===== src/rtl/jtag_tap.sv =====
// IEEE 1149.1 test access port: 16-state TAP controller, instruction register,
// 32-bit ID register, bypass register and control of an external boundary chain.
// TMS and TDI are sampled on every posedge tck. There is no valid/ready
// handshake: each tck edge is one bit of transfer.
// state_o exposes the TAP state using the IEEE 1149.1 reference state encoding.
module jtag_tap #(
  parameter int          IR_W   = 4,
  parameter logic [31:0] IDCODE = 32'h1000_0001
) (
  input  logic       tck,
  input  logic       rst,
  input  logic       tms_i,
  input  logic       tdi_i,
  output logic       tdo_o,
  output logic       tdo_en_o,
  output logic       bsr_scan_o,
  input  logic       bsr_scan_i,
  output logic       bsr_shift_o,
  output logic       bsr_capture_o,
  output logic       bsr_update_o,
  output logic       bsr_mode_o,
  output logic [3:0] state_o
);

  typedef enum logic [3:0] {
    TEST_LOGIC_RESET = 4'hF,
    RUN_TEST_IDLE    = 4'hC,
    SELECT_DR        = 4'h7,
    CAPTURE_DR       = 4'h6,
    SHIFT_DR         = 4'h2,
    EXIT1_DR         = 4'h1,
    PAUSE_DR         = 4'h3,
    EXIT2_DR         = 4'h0,
    UPDATE_DR        = 4'h5,
    SELECT_IR        = 4'h4,
    CAPTURE_IR       = 4'hE,
    SHIFT_IR         = 4'hA,
    EXIT1_IR         = 4'h9,
    PAUSE_IR         = 4'hB,
    EXIT2_IR         = 4'h8,
    UPDATE_IR        = 4'hD
  } tap_state_e;

  // Instruction codes; any code not listed here selects the bypass register.
  localparam logic [IR_W-1:0] IR_EXTEST  = '0;
  localparam logic [IR_W-1:0] IR_SAMPLE  = IR_W'(1);
  localparam logic [IR_W-1:0] IR_IDCODE  = IR_W'(2);
  localparam logic [IR_W-1:0] IR_CAPTURE = IR_W'(1);

  tap_state_e      state_q, state_d;
  logic [IR_W-1:0] ir_sr_q;   // instruction shift register
  logic [IR_W-1:0] ir_q;      // active instruction
  logic [31:0]     idr_q;     // ID register
  logic            byp_q;     // bypass register

  logic sel_bsr, sel_id, sel_byp;

  // Standard TMS-driven TAP transitions.
  always_comb begin
    state_d = state_q;
    unique case (state_q)
      TEST_LOGIC_RESET: state_d = tms_i ? TEST_LOGIC_RESET : RUN_TEST_IDLE;
      RUN_TEST_IDLE:    state_d = tms_i ? SELECT_DR        : RUN_TEST_IDLE;
      SELECT_DR:        state_d = tms_i ? SELECT_IR        : CAPTURE_DR;
      CAPTURE_DR:       state_d = tms_i ? EXIT1_DR         : SHIFT_DR;
      SHIFT_DR:         state_d = tms_i ? EXIT1_DR         : SHIFT_DR;
      EXIT1_DR:         state_d = tms_i ? UPDATE_DR        : PAUSE_DR;
      PAUSE_DR:         state_d = tms_i ? EXIT2_DR         : PAUSE_DR;
      EXIT2_DR:         state_d = tms_i ? UPDATE_DR        : SHIFT_DR;
      UPDATE_DR:        state_d = tms_i ? SELECT_DR        : RUN_TEST_IDLE;
      SELECT_IR:        state_d = tms_i ? TEST_LOGIC_RESET : CAPTURE_IR;
      CAPTURE_IR:       state_d = tms_i ? EXIT1_IR         : SHIFT_IR;
      SHIFT_IR:         state_d = tms_i ? EXIT1_IR         : SHIFT_IR;
      EXIT1_IR:         state_d = tms_i ? UPDATE_IR        : PAUSE_IR;
      PAUSE_IR:         state_d = tms_i ? EXIT2_IR         : PAUSE_IR;
      EXIT2_IR:         state_d = tms_i ? UPDATE_IR        : SHIFT_IR;
      UPDATE_IR:        state_d = tms_i ? SELECT_DR        : RUN_TEST_IDLE;
      default:          state_d = TEST_LOGIC_RESET;
    endcase
  end

  // TAP state register; reset forces TEST_LOGIC_RESET immediately.
  always_ff @(posedge tck or posedge rst) begin
    if (rst) state_q <= TEST_LOGIC_RESET;
    else     state_q <= state_d;
  end

  // Instruction shift register and active instruction.
  // The active instruction reverts to IDCODE on any entry to TEST_LOGIC_RESET.
  always_ff @(posedge tck or posedge rst) begin
    if (rst) begin
      ir_sr_q <= IR_CAPTURE;
      ir_q    <= IR_IDCODE;
    end else begin
      if (state_q == CAPTURE_IR)    ir_sr_q <= IR_CAPTURE;
      else if (state_q == SHIFT_IR) ir_sr_q <= {tdi_i, ir_sr_q[IR_W-1:1]};
      if (state_d == TEST_LOGIC_RESET) ir_q <= IR_IDCODE;
      else if (state_q == UPDATE_IR)   ir_q <= ir_sr_q;
    end
  end

  // Data register selection from the active instruction.
  always_comb begin
    sel_bsr = (ir_q == IR_EXTEST) || (ir_q == IR_SAMPLE);
    sel_id  = (ir_q == IR_IDCODE);
    sel_byp = !sel_bsr && !sel_id;
  end

  // ID and bypass registers; only the selected one captures or shifts.
  always_ff @(posedge tck or posedge rst) begin
    if (rst) begin
      idr_q <= IDCODE;
      byp_q <= 1'b0;
    end else if (state_q == CAPTURE_DR) begin
      if (sel_id)  idr_q <= IDCODE;
      if (sel_byp) byp_q <= 1'b0;
    end else if (state_q == SHIFT_DR) begin
      if (sel_id)  idr_q <= {tdi_i, idr_q[31:1]};
      if (sel_byp) byp_q <= tdi_i;
    end
  end

  // Boundary controls decode straight from state_q so the chain acts on the
  // same edge the FSM leaves the state; capture stays high through shift.
  always_comb begin
    bsr_scan_o    = tdi_i;
    bsr_shift_o   = sel_bsr && (state_q == SHIFT_DR);
    bsr_capture_o = sel_bsr && ((state_q == CAPTURE_DR) || (state_q == SHIFT_DR));
    bsr_update_o  = sel_bsr && (state_q == UPDATE_DR);
    bsr_mode_o    = (ir_q == IR_EXTEST);
  end

  // Serial output mux; TDO is driven only while shifting.
  always_comb begin
    tdo_o    = 1'b0;
    tdo_en_o = (state_q == SHIFT_DR) || (state_q == SHIFT_IR);
    if (state_q == SHIFT_IR) begin
      tdo_o = ir_sr_q[0];
    end else if (state_q == SHIFT_DR) begin
      if (sel_bsr)     tdo_o = bsr_scan_i;
      else if (sel_id) tdo_o = idr_q[0];
      else             tdo_o = byp_q;
    end
  end

  assign state_o = state_q;

endmodule

===== config.mk =====
export PLATFORM = sky130hd
export DESIGN_NAME = jtag_tap
export DESIGN_NICKNAME = d
export VERILOG_FILES = /design/src/rtl/jtag_tap.sv
export SDC_FILE = /design/constraint.sdc
export NUM_CORES = 1
export LEC_CHECK = 0
export BUFFER_PORTS_ARGS = -buffer_cell sky130_fd_sc_hd__buf_2
export CORE_UTILIZATION = 50
export DETAILED_ROUTE_END_ITERATION = 6
export GPL_TIMING_DRIVEN = 0
export PLACE_DENSITY_LB_ADDON = 0.25
export SLEW_MARGIN = 5
export SYNTH_ARGS = -nofsm -noshare
export SYNTH_HDL_FRONTEND = slang
export SYNTH_SLANG_ARGS = --single-unit

===== constraint.sdc =====
create_clock -name tck -period 3.2 [get_ports tck]
set_input_delay 0.64 -clock tck [delete_from_list [all_inputs] [get_ports tck]]
set_output_delay 0.64 -clock tck [all_outputs]
set_load 0.005 [all_outputs]

==> results.sh <==
export IMPL_outcome="complete, no violations"
export IMPL_worst_path_max_fanout=10
export IMPL_post_cts_hold_buffers=0
export IMPL_h_tree_level_count=2
export IMPL_clock_insertion_delay_worst_skew_ns=0.29
export IMPL_maxSlewHeadroom_pct=68.9
export IMPL_ordered_cell_list_for_the_critical_path="buf_2 -> clkbuf_1 -> nor3_1 -> a31o_2 -> buf_2"
export IMPL_wl_mm=3.87
export IMPL_yosysWarningCount=0
export IMPL_design_area_mm2=0.00255
export IMPL_dp_final_hpwl_mm=2.65
export IMPL_n_antenna_cell=0
export IMPL_unrepaired_setup_endpoints_after_global_routing="no"
export IMPL_cp_start_kind="flip-flop"
export IMPL_post_syn_area_mm2=0.00226
export IMPL_hold_violations=0
export IMPL_met3_wirelength_from_detailed_routing_um=112
export IMPL_dr_wl_met2_mm=1.87
export IMPL_overall_die_width_um=69.2
export IMPL_grt_remaining_overflow=0
export IMPL_syn_instance_count=187
export IMPL_p_leak_nw=1.31
export IMPL_tritoncts_num_buffers=5
export IMPL_number_of_antenna_violations_at_the_first_check_in_global_routing=0
export IMPL_max_cap_violations=0
export IMPL_crit_path_frequent_cell="sky130_fd_sc_hd__buf_2"
export IMPL_setup_tns_ns=0
export IMPL_setup_fix_buffers_added_after_clock_tree_synthesis=0
export IMPL_place_worst_setup_slack_ns=0.954
export IMPL_row_count=24
export IMPL_postPlaceCellArea_mm2=0.00242
export IMPL_reg2reg_from="state_o[0]"
export IMPL_layout_min_cycle_time_ns=2.57
export IMPL_final_nets=215
export IMPL_layout_cells_most_common="sky130_fd_sc_hd__dfrtp_1"
export IMPL_clockBufferDepth=2
export IMPL_cp_top_family="buffers and inverters"
export IMPL_start_to_end_type_of_the_worst_setup_path="reg -> out"
export IMPL_cp_required_ns=2.56
export IMPL_fin_worst_hold_slack_ns=0.289
export IMPL_finalSetupViolations=0
export IMPL_met1_length_mm=1.88
export IMPL_cts_root_buf="sky130_fd_sc_hd__clkbuf_8"
export IMPL_worstMarginPinSlew_ns=0.466
export IMPL_pwr_share_seq_pct=41.4
export IMPL_yosysTopAreaCell="sky130_fd_sc_hd__dfrtp_1"
export IMPL_grtUsageTotal_pct=17.8
export IMPL_initial_standard_cell_utilization_of_the_core_pct=51.8
export IMPL_layout_setup_ws_ns=0.629
export IMPL_worst_setup_hold_path_clk_slew_ns=0.09
export IMPL_route_detailed_wl_per_inst_um=14.7
export IMPL_postSynthNetCount=192
export IMPL_cts_tree="yes"
export IMPL_post_route_util_pct=58.6
export IMPL_port_buffer_count=15
export IMPL_routed_via_count=1406
export IMPL_drc_errors=0
export IMPL_clock_sink_count=45
export IMPL_synthDominantCellAreaShare_pct=41.0
export IMPL_most_used_cells_in_the_layout_excluding_fill_and_tap_cells="sky130_fd_sc_hd__dfrtp_1, sky130_fd_sc_hd__nor2b_1, sky130_fd_sc_hd__mux2_4"
export IMPL_boundaryPins=16
export IMPL_wire_length_of_the_first_global_routing_pass_mm=6.84
export IMPL_initialDrtViolationCount=80
export IMPL_syn_avg_cell_area_um2=12.1
export IMPL_layout_cells_non_filler=263
export IMPL_maxSlewViolCount=0
export IMPL_cts_repair_resized=0
export IMPL_route_antenna_remaining_nets=0
export IMPL_yosys_register_bits=45
export IMPL_drt_pass1_iter_count=4
export IMPL_fp_dieH_um=69.2
export IMPL_placedCellCount=255
export IMPL_cp_data_arrival_time_ns=1.93
export IMPL_place_congestion=0.810
export IMPL_avgViaCountPerCell=5.35
export IMPL_peakVddDrop_v=0.000295
export IMPL_net_switching_power_mw=0.637
export IMPL_clockPowerShare_pct=26.9
export IMPL_cp_startpoint="state_o[2]"
export IMPL_cell_internal_pwr_mw=1.27
export IMPL_netSwitchingFraction_pct=33.4
export IMPL_grt_pass1_vias=1463
export IMPL_floorplan_die_area_mm2=0.00478
export IMPL_total_power_mw=1.90
export IMPL_achievable_freq_mhz=389
export IMPL_worst_hold_path_type="in -> async"
export IMPL_pin_count_of_the_biggest_net_entering_global_routing=33
export IMPL_final_fill_count=356
export IMPL_skew_ns=0.0115
export IMPL_timing_final_crit_share_pct=80.4
export IMPL_yosys_cell_types_count=30
export IMPL_timing_critical_path_slowest_cell_delay_ns=0.54
export IMPL_topRoutingLayerUsed="met4"
export IMPL_timing_critical_path_buf_inv=3
export IMPL_final_layout_size_suffix_gt1_share_pct=35.5
export IMPL_core_area_mm2=0.00435
export IMPL_synth_top_cells_by_area="sky130_fd_sc_hd__dfrtp_1, sky130_fd_sc_hd__mux2_4, sky130_fd_sc_hd__dfstp_2"
export IMPL_power_per_cell_area_mw_per_mm2=746
export IMPL_combinationalPowerShare_pct=31.7
export IMPL_critical_path_endpoint_type="primary output"
export IMPL_synthToLayoutAreaGrowth_pct=13.2
export IMPL_crit_slowest_cell="sky130_fd_sc_hd__dfstp_2"
export IMPL_synth_seq_area_share_pct=50.4
-- cells by family after synthesis --
logic type	Yosys count	share of synthesized area (%)
multiplexers	37	22.9
buffers and inverters	20	4.66
AO/OA/AOI/OAI	18	5.10
flip-flops	45	50.4
AND/OR/NAND/NOR	67	17.0
-- per-layer routing --
layer,vias to the layer above,GRT usage (%)
met5,-,0
met4,0,3.85
met3,2,4.65
met2,26,28.4
met1,701,24.4
li1,677,-
-- power groups by stage --
stage	Clock (mW)	Sequential, mW	Combinational (mW)
6_report	0.512	0.789	0.604
5_1_grt	0.551	0.804	0.670
4_1_cts	0.519	0.788	0.608
3_5_place_dp	0	0.799	0.605
3_3_place_gp	0	0.792	0.580
2_1_floorplan	0	0.775	0.453
-- worst reg2reg max path, stage by stage (launching register included) --
cell                       delay (ns)
sky130_fd_sc_hd__dfstp_2         0.54
sky130_fd_sc_hd__clkbuf_1        0.27
sky130_fd_sc_hd__inv_1           0.16
sky130_fd_sc_hd__nand4_2         0.21
sky130_fd_sc_hd__buf_6           0.21
sky130_fd_sc_hd__mux2_4          0.32
-- worst paths after layout --
path | end | slack [ns] | cells past startpoint
worst max-delay path | tdo_o | 0.63 | 5
worst min-delay path | idr_q[7] | 0.29 | 2
worst max register to register | idr_q[21] | 1.38 | 5
max in group asynchronous | ir_q[1] | 2.37 | 3
min in group tck | idr_q[19] | 0.51 | 1
worst min register to register | idr_q[19] | 0.51 | 1
-- area by class of cell --
cell class	instances	area [um2]	share of cell area, %
buffer	12	75.1	2.94
clock buffer	5	68.8	2.69
clock inverter	3	68.8	2.69
inverter	8	30.0	1.18
multi-input combinational	122	1010	39.7
sequential	45	1140	44.5
tap	52	65.1	2.55
timing repair buffer	16	95.1	3.72
-- sequential cells by signal, summed over array words and instances (netlist names) --
name	count
idr_q	32
ir_q	4
ir_sr_q	4
state_o	4
byp_q	1
-- synthesized netlist by cell type --
library cell / n
sky130_fd_sc_hd__mux2_2: 4
sky130_fd_sc_hd__nand2_1: 8
sky130_fd_sc_hd__nand2b_1: 4
sky130_fd_sc_hd__buf_4: 1
sky130_fd_sc_hd__inv_1: 8
sky130_fd_sc_hd__buf_2: 3
sky130_fd_sc_hd__nor4b_2: 1
sky130_fd_sc_hd__a211oi_1: 3
sky130_fd_sc_hd__nor2_1: 11
sky130_fd_sc_hd__clkbuf_1: 5
sky130_fd_sc_hd__dfrtp_1: 37
sky130_fd_sc_hd__o21ai_0: 6
sky130_fd_sc_hd__nand4_2: 1
sky130_fd_sc_hd__nor4_1: 3
sky130_fd_sc_hd__o31ai_1: 1
sky130_fd_sc_hd__mux2i_1: 5
sky130_fd_sc_hd__nor3_1: 4
sky130_fd_sc_hd__or3_1: 2
sky130_fd_sc_hd__nand3_1: 1
sky130_fd_sc_hd__a21oi_1: 3
sky130_fd_sc_hd__buf_6: 3
sky130_fd_sc_hd__a211o_1: 1
sky130_fd_sc_hd__nand4b_1: 1
sky130_fd_sc_hd__o22ai_1: 2
sky130_fd_sc_hd__dfstp_2: 8
sky130_fd_sc_hd__nor2b_1: 30
sky130_fd_sc_hd__a221o_1: 1
sky130_fd_sc_hd__a31o_2: 1
sky130_fd_sc_hd__nand3b_1: 1
sky130_fd_sc_hd__mux2_4: 28
Note: power is estimated with default switching activity, not from simulation.
